==> config.mk <==
export PLATFORM = sky130hd
export DESIGN_NAME = hs_arbiter_flat
export DESIGN_NICKNAME = d
export VERILOG_FILES = /design/src/rtl/hs_arbiter_if.sv /design/src/rtl/hs_arbiter.sv /design/src/flat_wrapper.sv
export SDC_FILE = /design/constraint.sdc
export NUM_CORES = 1
export LEC_CHECK = 0
export ABC_AREA = 1
export CELL_PAD_IN_SITES_DETAIL_PLACEMENT = 1
export CELL_PAD_IN_SITES_GLOBAL_PLACEMENT = 1
export CORE_MARGIN = 3
export CORE_UTILIZATION = 30
export DETAILED_ROUTE_END_ITERATION = 7
export MAX_ROUTING_LAYER = met4
export PLACE_DENSITY_LB_ADDON = 0.1
export SETUP_SLACK_MARGIN = 0.02
export SLEW_MARGIN = 20
export SYNTH_ARGS = -nofsm -noshare
export SYNTH_HDL_FRONTEND = slang
export SYNTH_SLANG_ARGS = --single-unit
==> constraint.sdc <==
create_clock -name clk_i -period 2.45 [get_ports clk_i]
set_input_delay 0.3675 -clock clk_i [delete_from_list [all_inputs] [get_ports clk_i]]
set_output_delay 0.3675 -clock clk_i [all_outputs]
set_load 0.01 [all_outputs]
==> src/rtl/hs_arbiter_if.sv <==
// Bundled-data four-phase channel between the requesters/downstream stage and hs_arbiter.
// Signal directions are named from the arbiter's point of view.
interface hs_arbiter_if #(
    parameter int NUM_REQ = 2,
    parameter int DW      = 32
);
    logic [NUM_REQ-1:0]    req_i;
    logic [NUM_REQ*DW-1:0] data_i;
    logic [NUM_REQ-1:0]    ack_o;
    logic                  req_out_o;
    logic [DW-1:0]         data_out_o;
    logic                  ack_out_i;
    logic [NUM_REQ-1:0]    grant_o;
    logic                  proto_err_o;

    modport slave (
        input  req_i, data_i, ack_out_i,
        output ack_o, req_out_o, data_out_o, grant_o, proto_err_o
    );

    modport master (
        output req_i, data_i, ack_out_i,
        input  ack_o, req_out_o, data_out_o, grant_o, proto_err_o
    );
endinterface

==> src/rtl/hs_arbiter.sv <==
// Round-robin arbiter sharing one four-phase bundled-data channel between NUM_REQ requesters.
//
// state   | meaning
// IDLE    | no owner; pick round-robin winner, register its data and grant
// LOAD    | data settled for one cycle; raise downstream request
// SEND    | wait for downstream ack, then ack the owner
// ACKED   | wait for owner to drop its request, then drop downstream request
// RELEASE | wait for downstream ack to fall, then release owner and advance pointer
module hs_arbiter #(
    parameter int NUM_REQ     = 2,
    parameter int DW          = 32,
    parameter int SYNC_STAGES = 2
) (
    input  logic        clk_i,
    input  logic        rst_ni,
    hs_arbiter_if.slave bus
);
    localparam int IW = (NUM_REQ > 1) ? $clog2(NUM_REQ) : 1;
    // Pointer resets to the last requester so the search starts at requester 0.
    localparam logic [IW-1:0] LAST_RST = IW'(NUM_REQ - 1);

    typedef enum logic [2:0] {
        S_IDLE,
        S_LOAD,
        S_SEND,
        S_ACKED,
        S_RELEASE
    } state_e;

    logic [NUM_REQ-1:0] sreq;
    logic               sack;

    generate
        if (SYNC_STAGES == 0) begin : g_bypass
            assign sreq = bus.req_i;
            assign sack = bus.ack_out_i;
        end else begin : g_sync
            logic [NUM_REQ-1:0]     req_sync_q [SYNC_STAGES];
            logic [SYNC_STAGES-1:0] ack_sync_q;

            always_ff @(posedge clk_i) begin
                if (!rst_ni) begin
                    for (int s = 0; s < SYNC_STAGES; s++) begin
                        req_sync_q[s] <= '0;
                    end
                    ack_sync_q <= '0;
                end else begin
                    req_sync_q[0] <= bus.req_i;
                    ack_sync_q[0] <= bus.ack_out_i;
                    for (int s = 1; s < SYNC_STAGES; s++) begin
                        req_sync_q[s] <= req_sync_q[s-1];
                        ack_sync_q[s] <= ack_sync_q[s-1];
                    end
                end
            end

            assign sreq = req_sync_q[SYNC_STAGES-1];
            assign sack = ack_sync_q[SYNC_STAGES-1];
        end
    endgenerate

    state_e             state_q;
    logic [IW-1:0]      owner_q;
    logic [IW-1:0]      last_q;
    logic [NUM_REQ-1:0] ack_q;
    logic [NUM_REQ-1:0] grant_q;
    logic               req_out_q;
    logic               proto_err_q;
    logic [DW-1:0]      data_out_q;

    logic               win_valid;
    logic [IW-1:0]      win_idx;
    logic [NUM_REQ-1:0] win_onehot;
    logic               owner_req;
    logic               err_now;

    always_comb begin
        int            cand;
        logic [IW-1:0] cand_idx;
        win_valid = 1'b0;
        win_idx   = '0;
        cand      = 0;
        cand_idx  = '0;
        for (int i = 1; i <= NUM_REQ; i++) begin
            cand     = (int'(last_q) + i) % NUM_REQ;
            cand_idx = IW'(cand);
            if (!win_valid && sreq[cand_idx]) begin
                win_valid = 1'b1;
                win_idx   = cand_idx;
            end
        end
        win_onehot = {{(NUM_REQ-1){1'b0}}, 1'b1} << win_idx;
    end

    assign owner_req = sreq[owner_q];

    always_comb begin
        err_now = 1'b0;
        case (state_q)
            S_IDLE:  err_now = sack;
            S_LOAD:  err_now = sack | ~owner_req;
            S_SEND:  err_now = ~owner_req;
            S_ACKED: err_now = ~sack;
            default: err_now = 1'b0;
        endcase
    end

    always_ff @(posedge clk_i) begin
        if (!rst_ni) begin
            state_q     <= S_IDLE;
            owner_q     <= '0;
            last_q      <= LAST_RST;
            ack_q       <= '0;
            grant_q     <= '0;
            req_out_q   <= 1'b0;
            proto_err_q <= 1'b0;
            data_out_q  <= '0;
        end else begin
            case (state_q)
                S_IDLE: begin
                    if (win_valid) begin
                        owner_q    <= win_idx;
                        grant_q    <= win_onehot;
                        data_out_q <= bus.data_i[int'(win_idx)*DW +: DW];
                        state_q    <= S_LOAD;
                    end
                end
                S_LOAD: begin
                    req_out_q <= 1'b1;
                    state_q   <= S_SEND;
                end
                S_SEND: begin
                    if (sack) begin
                        ack_q[owner_q] <= 1'b1;
                        state_q        <= S_ACKED;
                    end
                end
                S_ACKED: begin
                    if (!owner_req) begin
                        req_out_q <= 1'b0;
                        state_q   <= S_RELEASE;
                    end
                end
                S_RELEASE: begin
                    if (!sack) begin
                        ack_q   <= '0;
                        grant_q <= '0;
                        last_q  <= owner_q;
                        state_q <= S_IDLE;
                    end
                end
                default: state_q <= S_IDLE;
            endcase
            // Violations are only logged; the handshake carries on regardless.
            if (err_now) begin
                proto_err_q <= 1'b1;
            end
        end
    end

    assign bus.ack_o       = ack_q;
    assign bus.req_out_o   = req_out_q;
    assign bus.data_out_o  = data_out_q;
    assign bus.grant_o     = grant_q;
    assign bus.proto_err_o = proto_err_q;
endmodule

==> src/flat_wrapper.sv <==
// flat-port wrapper written by rule: the top's interface ports become plain ports
module hs_arbiter_flat 
#(
    parameter int NUM_REQ     = 2,
    parameter int DW          = 32,
    parameter int SYNC_STAGES = 2
)
  (clk_i, rst_ni, bus_req_i, bus_data_i, bus_ack_out_i, bus_ack_o, bus_req_out_o, bus_data_out_o, bus_grant_o, bus_proto_err_o);
  hs_arbiter_if #(.NUM_REQ(NUM_REQ), .DW(DW)) bus_i ();
  input  logic clk_i;
  input  logic rst_ni;
  input wire logic [$bits(bus_i.req_i)-1:0] bus_req_i;
  input wire logic [$bits(bus_i.data_i)-1:0] bus_data_i;
  input wire logic [$bits(bus_i.ack_out_i)-1:0] bus_ack_out_i;
  output wire logic [$bits(bus_i.ack_o)-1:0] bus_ack_o;
  output wire logic [$bits(bus_i.req_out_o)-1:0] bus_req_out_o;
  output wire logic [$bits(bus_i.data_out_o)-1:0] bus_data_out_o;
  output wire logic [$bits(bus_i.grant_o)-1:0] bus_grant_o;
  output wire logic [$bits(bus_i.proto_err_o)-1:0] bus_proto_err_o;
  assign bus_i.req_i = bus_req_i;
  assign bus_i.data_i = bus_data_i;
  assign bus_i.ack_out_i = bus_ack_out_i;
  assign bus_ack_o = bus_i.ack_o;
  assign bus_req_out_o = bus_i.req_out_o;
  assign bus_data_out_o = bus_i.data_out_o;
  assign bus_grant_o = bus_i.grant_o;
  assign bus_proto_err_o = bus_i.proto_err_o;
  hs_arbiter #(.NUM_REQ(NUM_REQ), .DW(DW), .SYNC_STAGES(SYNC_STAGES)) u_core (.clk_i(clk_i), .rst_ni(rst_ni), .bus(bus_i));
endmodule
* Yosys cells after proc, flatten, opt, wreduce, memory -nomap -nowiden
Memory sizes are Yosys's and may differ from the RTL's. Index checks and enable logic that the tools add are counted.
Word-level totals: register bits after elaboration 45, RAM bits 4, input port bits 69, logic and storage cells 74, memories kept 1
Memory list:
- u_core.g_sync.req_sync_q | words 2, width 2, rd ports 2, clocked after Yosys merged registers in 0, wr ports 2, line hs_arbiter.sv:38 | logic [NUM_REQ-1:0] req_sync_q [SYNC_STAGES];
Operators by class: add/sub/neg operators 2, order comparisons 4, equal/unequal tests 8, shifts and indexed selects 2, muxes and demuxes 29, bitwise operators 6, reduce and logical (&&, ||, !) cells 13
Operators with widths (number):
- $shiftx A64 B7 Y32 | 1
- $pmux W3 S5 | 1
- $mux W1 | 14
- $mux W3 | 4
- $mux W2 | 5
- $pmux W2 S2 | 2
- $eq A3 B2 Y1 const B | 2
- $lt A1 B2 Y1 const B | 3
- $reduce_and A2 Y1 | 3
- $reduce_and A3 Y1 | 2
- $reduce_bool A2 Y1 | 3
- $ne A2 B1 Y1 const B | 2
- $ne A2 B2 Y1 const B | 2
- $pmux W1 S4 | 1
- $reduce_and A4 Y1 | 1
- $eq A3 B1 Y1 const B | 1
- $eq A3 B3 Y1 const B | 1
- $logic_not A3 Y1 | 1
- $or A1 B1 Y1 | 3
- $add A1 B1 Y1 const B | 2
- $logic_and A1 B1 Y1 | 2
- $not A1 Y1 | 2
- $or A2 B2 Y2 | 1
- $pmux W1 S2 | 1
- 4 further kinds | 4

* Depth between registers and ports, before layout
Gate-level depths: netlist of the first run.
depth after elaboration 10, depth in mapped cells 8

* Worst setup path before layout of the first run
Ideal clock, no wire load.
kind register to register, from register u_core.state_q[0], to register u_core.data_out_q[14] (netlist: u_core.bus.data_out_o[14]), library setup time 135 ps, arrival 1033 ps, setup slack 1282 ps, stages on the path, launching flop included 8, period minus slack after synthesis 1168 ps, cell sequence dfxtp_1 > nor2_4 > nand2_4 > nor2_8 > inv_2 > buf_6 > nand2_1 > a21oi_2
On the way: longest elaborated chain between the ends 2
RTL lines:
- start, declared | line hs_arbiter.sv:62 | state_e state_q;
- start signal, assigned | line hs_arbiter.sv:110 | state_q <= S_IDLE;
- start signal, assigned | line hs_arbiter.sv:125 | state_q <= S_LOAD;
- start signal, assigned | line hs_arbiter.sv:130 | state_q <= S_SEND;
- $logic_not A3 Y1 | line hs_arbiter.sv:119 | case (state_q)
- $reduce_and A2 Y1 (no line)
- end signal, assigned | line hs_arbiter.sv:124 | data_out_q <= bus.data_i[int'(win_idx)*DW +: DW];
- end, declared | line hs_arbiter.sv:69 | logic [DW-1:0] data_out_q;
No other way between the ends. A chain may end at the register's enable or synchronous reset.

* Worst setup path in the final report of the first run
from register u_core.state_q[2], to register u_core.owner_q
On the way: longest elaborated chain between the ends 2
RTL lines:
- $logic_not A3 Y1 | line hs_arbiter.sv:119
- $reduce_and A2 Y1 (no line)
- end signal, assigned | line hs_arbiter.sv:122 | owner_q <= win_idx;
- end, declared | line hs_arbiter.sv:63 | logic [IW-1:0] owner_q;
No other way between the ends.

==> results of run 1 <==
## logic make-up after synthesis
family                 share of synthesized area [%]
flip-flops                                      42.8
buffers and inverters                           8.74
AND/OR/NAND/NOR                                 35.8
AO/OA/AOI/OAI                                   12.6
## sequential cells by signal (all words and copies together), names as in the netlist
name / cells
u_core.bus.data_out_o: 32
u_core.g_sync.req_sync_q: 4
u_core.state_q: 3
u_core.bus.ack_o: 2
u_core.bus.grant_o: 2
u_core.g_sync.ack_sync_q: 2
u_core.bus.proto_err_o: 1
u_core.bus.req_out_o: 1
u_core.last_q: 1
u_core.owner_q: 1
## synth_stat cells (3+ instances only)
cell	number
nand2_1	167
buf_2	7
nor2_1	6
inv_1	20
a21oi_2	8
buf_6	6
o211a_1	7
a21oi_1	26
nand3_1	14
dfxtp_1	49
nand2_2	4
clkbuf_1	3
## power by group
| group | internal (W) | leakage [nW] | total [W] | switching (W) |
|---|---|---|---|---|
| sequential | 0.000939 | 0.400 | 0.00104 | 0.0000996 |
| clock | 0.000225 | 0.0443 | 0.000481 | 0.000257 |
| combinational | 0.000473 | 1.05 | 0.000976 | 0.000503 |
| total | 0.00164 | 1.50 | 0.00250 | 0.000859 |
## final timing paths
| check | from | slack, ps | cells past startpoint | end |
|---|---|---|---|---|
| worst max-delay path | u_core.state_q[2] | 880 | 6 | u_core.owner_q |
| worst min register to register | u_core.g_sync.req_sync_q[0][1] | 420 | 2 | u_core.g_sync.req_sync_q[0][3] |
| worst min-delay path | u_core.g_sync.req_sync_q[0][1] | 420 | 2 | u_core.g_sync.req_sync_q[0][3] |
| worst max register to register | u_core.state_q[2] | 880 | 6 | u_core.owner_q |
## cell type report
| cell class | count | area (um^2) |
|---|---|---|
| tap | 99 | 124 |
| clock buffer | 7 | 86.3 |
| timing repair buffer | 110 | 1090 |
| multi-input combinational | 243 | 1110 |
| fill | 908 | 3860 |
| sequential | 49 | 981 |
| inverter | 22 | 82.6 |
## critical path, cell delays in order, from the launching register on
cell and delay, ps:
dfxtp_1 390, nor2_4 160, nand2_4 90, nor2_8 290, buf_4 320, nand2_2 110
a21oi_2 160
## per-layer routing
layer / track usage, % / routed length, um / vias up
met5: - / 0 / -
li1: - / - / 1230
met4: 4.40 / 61 / 0
met2: 29.5 / 3470 / 64
met3: 4.10 / 425 / 5
met1: 19.4 / 3060 / 1093
## through the flow
stage                     util [%]  hold WS [ps]  power (W)  instances
after global routing          47.4           457    0.00267        530
final                         47.4           422    0.00250        530
after floorplan                  -           390    0.00162        331
after CTS                     47.4           425    0.00254        530
after global placement        46.2           395    0.00202        523
after detailed placement      46.2           403    0.00204        523
==> out/results.ini, run 1 <==
[outcome]
status = finished, final reports clean

[yosys]
synth_edf_count = 0
synth_area_um2 = 2290
ys_seq_elements = 49
synth.distinct_cells = 22
synthFlopType = dfxtp_1
synth_top_area_share_pct = 42.8
netlist_instances = 331
synth.largest_area_cell = dfxtp_1
syn-num-nets = 400
synthTopCellsByArea = dfxtp_1 43%, nand2_1 27%, a21oi_1 5.7%
syn_area_per_cell_um2 = 6.92
synthArstFlopShare_pct = 0
yosysSeqAreaShare_pct = 42.8
synth_warnings = 0

[drt]
viasPerCell = 4.51
ant_nets = 0
vias = 2392
drt_first_pass_iters = 4
wl_per_cell_um = 13.2
wirelength_mm = 7.01
first_iter_violations = 49
drc = 0

[clock_tree]
cts_root_buf = clkbuf_8
clkSinkCount = 49
cts_buffers = 5
cts_hold_buffers = 0
cts_tree = built
htree_levels = 2
cts_resized = 0
cts_setup_buffers = 0
path_clk_slew_ps = 90
cts_buffer_depth = 2
clock_latency_ps = 300

[worst_setup_path]
path_max_fanout = 23
required_ps = 2690
worstSetupPathType = flop to flop
end_kind = flop
critPathLaunchType = flop
arrival_ps = 1810

[sta]
rsz0062_at_grt = no
fin_skew_ps = 7.84
min_period_over_period_pct = 64.2
worstMarginPinSlew_ps = 583
slew_headroom_pct = 61.1
fin_ws_ps = 877
tns_ps = 0
drv_slew = 0
fmax_mhz = 636
period_needed_ps = 1570
setup_viol = 0
hold_viol = 0

[final_layout]
area_growth_pct = 51.7
diodes = 0
layout_common_cells = 167 x nand2_1, 106 x clkdlybuf4s50_1, 49 x dfxtp_1
drive_above_1_share_pct = 6.73
fin_nets = 500
final_area_um2 = 3470
final_common_cell = nand2_1

[global_routing]
grt_pass1_wl_mm = 11.5
grt-ovfl-total = 0
grtUsageTotal_pct = 16.9
grt_max_degree = 34
first_global_vias = 2453
antenna_found_initial = 0

[placement]
place_ws_ps = 886
place_congestion = 0.850
hpwlAfterDp_mm = 5.23
io_buffers = 106
placed_cell_area_um2 = 3390

[floorplanning]
die_area_um2 = 8720
start_util_pct = 31.2
ios = 107
die_y_um = 93.4
core_um2 = 7330
num_rows = 31
die_x_um = 93.4

[power]
max-vdd-ir-drop_mv = 0.263
power_density_nw_per_um2 = 719
p_leak_nw = 1.50

[min_path]
hold_class = flop to flop

[job]
maxCapViolCount = 0

Power figures use the tool's default switching activity.
==> inputs of run 2 (changes only) <==
--- a/config.mk
+++ b/config.mk
@@ -9,7 +9,7 @@
 export CELL_PAD_IN_SITES_DETAIL_PLACEMENT = 1
 export CELL_PAD_IN_SITES_GLOBAL_PLACEMENT = 1
 export CORE_MARGIN = 3
-export CORE_UTILIZATION = 30
+export CORE_UTILIZATION = 28
 export DETAILED_ROUTE_END_ITERATION = 7
 export MAX_ROUTING_LAYER = met4
 export PLACE_DENSITY_LB_ADDON = 0.1
==> constraint.sdc (replaced) <==
create_clock -name clk_i -period 1.6 [get_ports clk_i]
set_input_delay 0.24 -clock clk_i [delete_from_list [all_inputs] [get_ports clk_i]]
set_output_delay 0.24 -clock clk_i [all_outputs]
set_load 0.01 [all_outputs]
==> out/results.ini, run 2 (synthesized netlist as in run 1, its figures left out) <==
[placement]
io_buffers = 106
place_ws_ps = 160
placed_cell_area_um2 = 3450
place_congestion = 0.834
hpwlAfterDp_mm = 5.25

[global_routing]
grtUsageTotal_pct = 16.0
grt_pass1_wl_mm = 11.4
first_global_vias = 2418
grt_max_degree = 42
gr-usage-met3_pct = 2.63
grt-ovfl-total = 0
met1_usage_pct = 20.1
antenna_found_initial = 0
grtUsageMet2_pct = 26.7
top_usage_layer = met2

[sta]
min_period_over_period_pct = 91.1
slew_headroom_pct = 80.0
period_needed_ps = 1460
fin_ws_ps = 142
fmax_mhz = 686
drv_slew = 0
fin_skew_ps = 11.5
tns_ps = 0
rsz0062_at_grt = no
hold_ws_ps = 420
setup_viol = 0
worstMarginPinSlew_ps = 299
hold_viol = 0

[final_layout]
area_growth_pct = 55.4
fill_cells = 1006
largest_reg_flops = 32
fin_nets = 503
drive_above_1_share_pct = 7.60
diodes = 0
final_common_cell = nand2_1
layout_common_cells = 167 x nand2_1, 106 x clkdlybuf4s50_1, 49 x dfxtp_1
final_area_um2 = 3560

[power]
max-vdd-ir-drop_mv = 0.449
p_leak_nw = 1.53
power_frac_clock_pct = 21.7
power_density_nw_per_um2 = 1120
p_seq_share_pct = 40.1
power_switching_w = 0.00133
p_sw_share_pct = 33.4
internal_power_w = 0.00265
p_comb_share_pct = 38.2

[clock_tree]
cts_buffer_depth = 2
cts_buffers = 5
cts_setup_buffers = 0
cts_resized = 0
clock_latency_ps = 300
cts_tree = built
path_clk_slew_ps = 100
cts_hold_buffers = 0
cts_root_buf = clkbuf_8
htree_levels = 2
clkSinkCount = 49

[worst_setup_path]
path_max_fanout = 2
r2r_slack_ps = 250
path_delay_family = buffers and inverters
reg2reg_to = u_core.bus.data_out_o[9]
cpPeakStageDelay_ps = 560
arrival_ps = 1220
required_ps = 1360
critPathLaunchType = flop
worstSetupPathType = flop to output pin
path_cells = clkdlybuf4s50_1
end_kind = output pin
cpMaxStageDelayCell = clkdlybuf4s50_1
critPathBufInv = 1
timing.rr.start = u_core.g_sync.req_sync_q[0][2]
r2r_cells = 8

[drt]
vias = 2371
wirelength_mm = 6.96
wl_per_cell_um = 13.0
viasPerCell = 4.42
drc = 0
first_iter_violations = 60
drt_first_pass_iters = 4
ant_nets = 0

[floorplanning]
core_um2 = 7850
die_area_um2 = 9300
start_util_pct = 29.2
die_y_um = 96.4
die_x_um = 96.4
ios = 107
num_rows = 32

[min_path]
hp-start = u_core.g_sync.req_sync_q[0][1]
hold_class = flop to flop
hold_depth = 2
holdPathEnd = u_core.g_sync.req_sync_q[0][3]

[outcome]
status = finished, final reports clean

[job]
maxCapViolCount = 0

==> run 2: cell type report <==
class / instances / area [um^2] / area share [%]
Multi-Input combinational cell: 243 / 1110 / 31.2
Timing Repair Buffer: 113 / 1150 / 32.4
Sequential cell: 49 / 981 / 27.6
Clock inverter: 2 / 35.0 / 0.985
Tap cell: 102 / 128 / 3.59
Clock buffer: 5 / 68.8 / 1.93
Inverter: 22 / 85.1 / 2.39
==> run 2: power by group through the flow <==
| stage | Combinational (W) | Sequential (W) | Clock [W] |
|---|---|---|---|
| after CTS | 0.00155 | 0.00160 | 0.000896 |
| after global routing | 0.00170 | 0.00163 | 0.000942 |
| after global placement | 0.00152 | 0.00162 | 0 |
| after floorplan | 0.000802 | 0.00168 | 0 |
| after detailed placement | 0.00154 | 0.00162 | 0 |
| final | 0.00152 | 0.00159 | 0.000862 |
==> run 2: worst max-delay path by stage <==
stage	startpoint	slack, ps	depth (start not counted)	to
after floorplan	u_core.state_q[0]	430	7	u_core.bus.data_out_o[14]
after global placement	rst_ni	230	4	u_core.bus.req_out_o
after detailed placement	rst_ni	160	4	u_core.bus.data_out_o[11]
after CTS	u_core.bus.data_out_o[7]	110	1	bus_data_out_o[7]
after global routing	u_core.bus.data_out_o[7]	80	1	bus_data_out_o[7]
final	u_core.bus.data_out_o[31]	140	1	bus_data_out_o[31]
==> run 2: per-stage QoR <==
step	std cells	utilization [%]	power (W)
4_1_cts	536	45.3	0.00404
2_1_floorplan	331	-	0.00248
3_5_place_dp	529	44.0	0.00317
5_1_grt	536	45.3	0.00427
3_3_place_gp	529	44.0	0.00314
6_report	536	45.3	0.00397
==> run 2: layer usage <==
| metal | wire length, um | vias to the layer above |
|---|---|---|
| met4 | 63 | 0 |
| met2 | 3240 | 67 |
| met3 | 437 | 4 |
| li1 | - | 1232 |
| met5 | 0 | - |
| met1 | 3220 | 1068 |
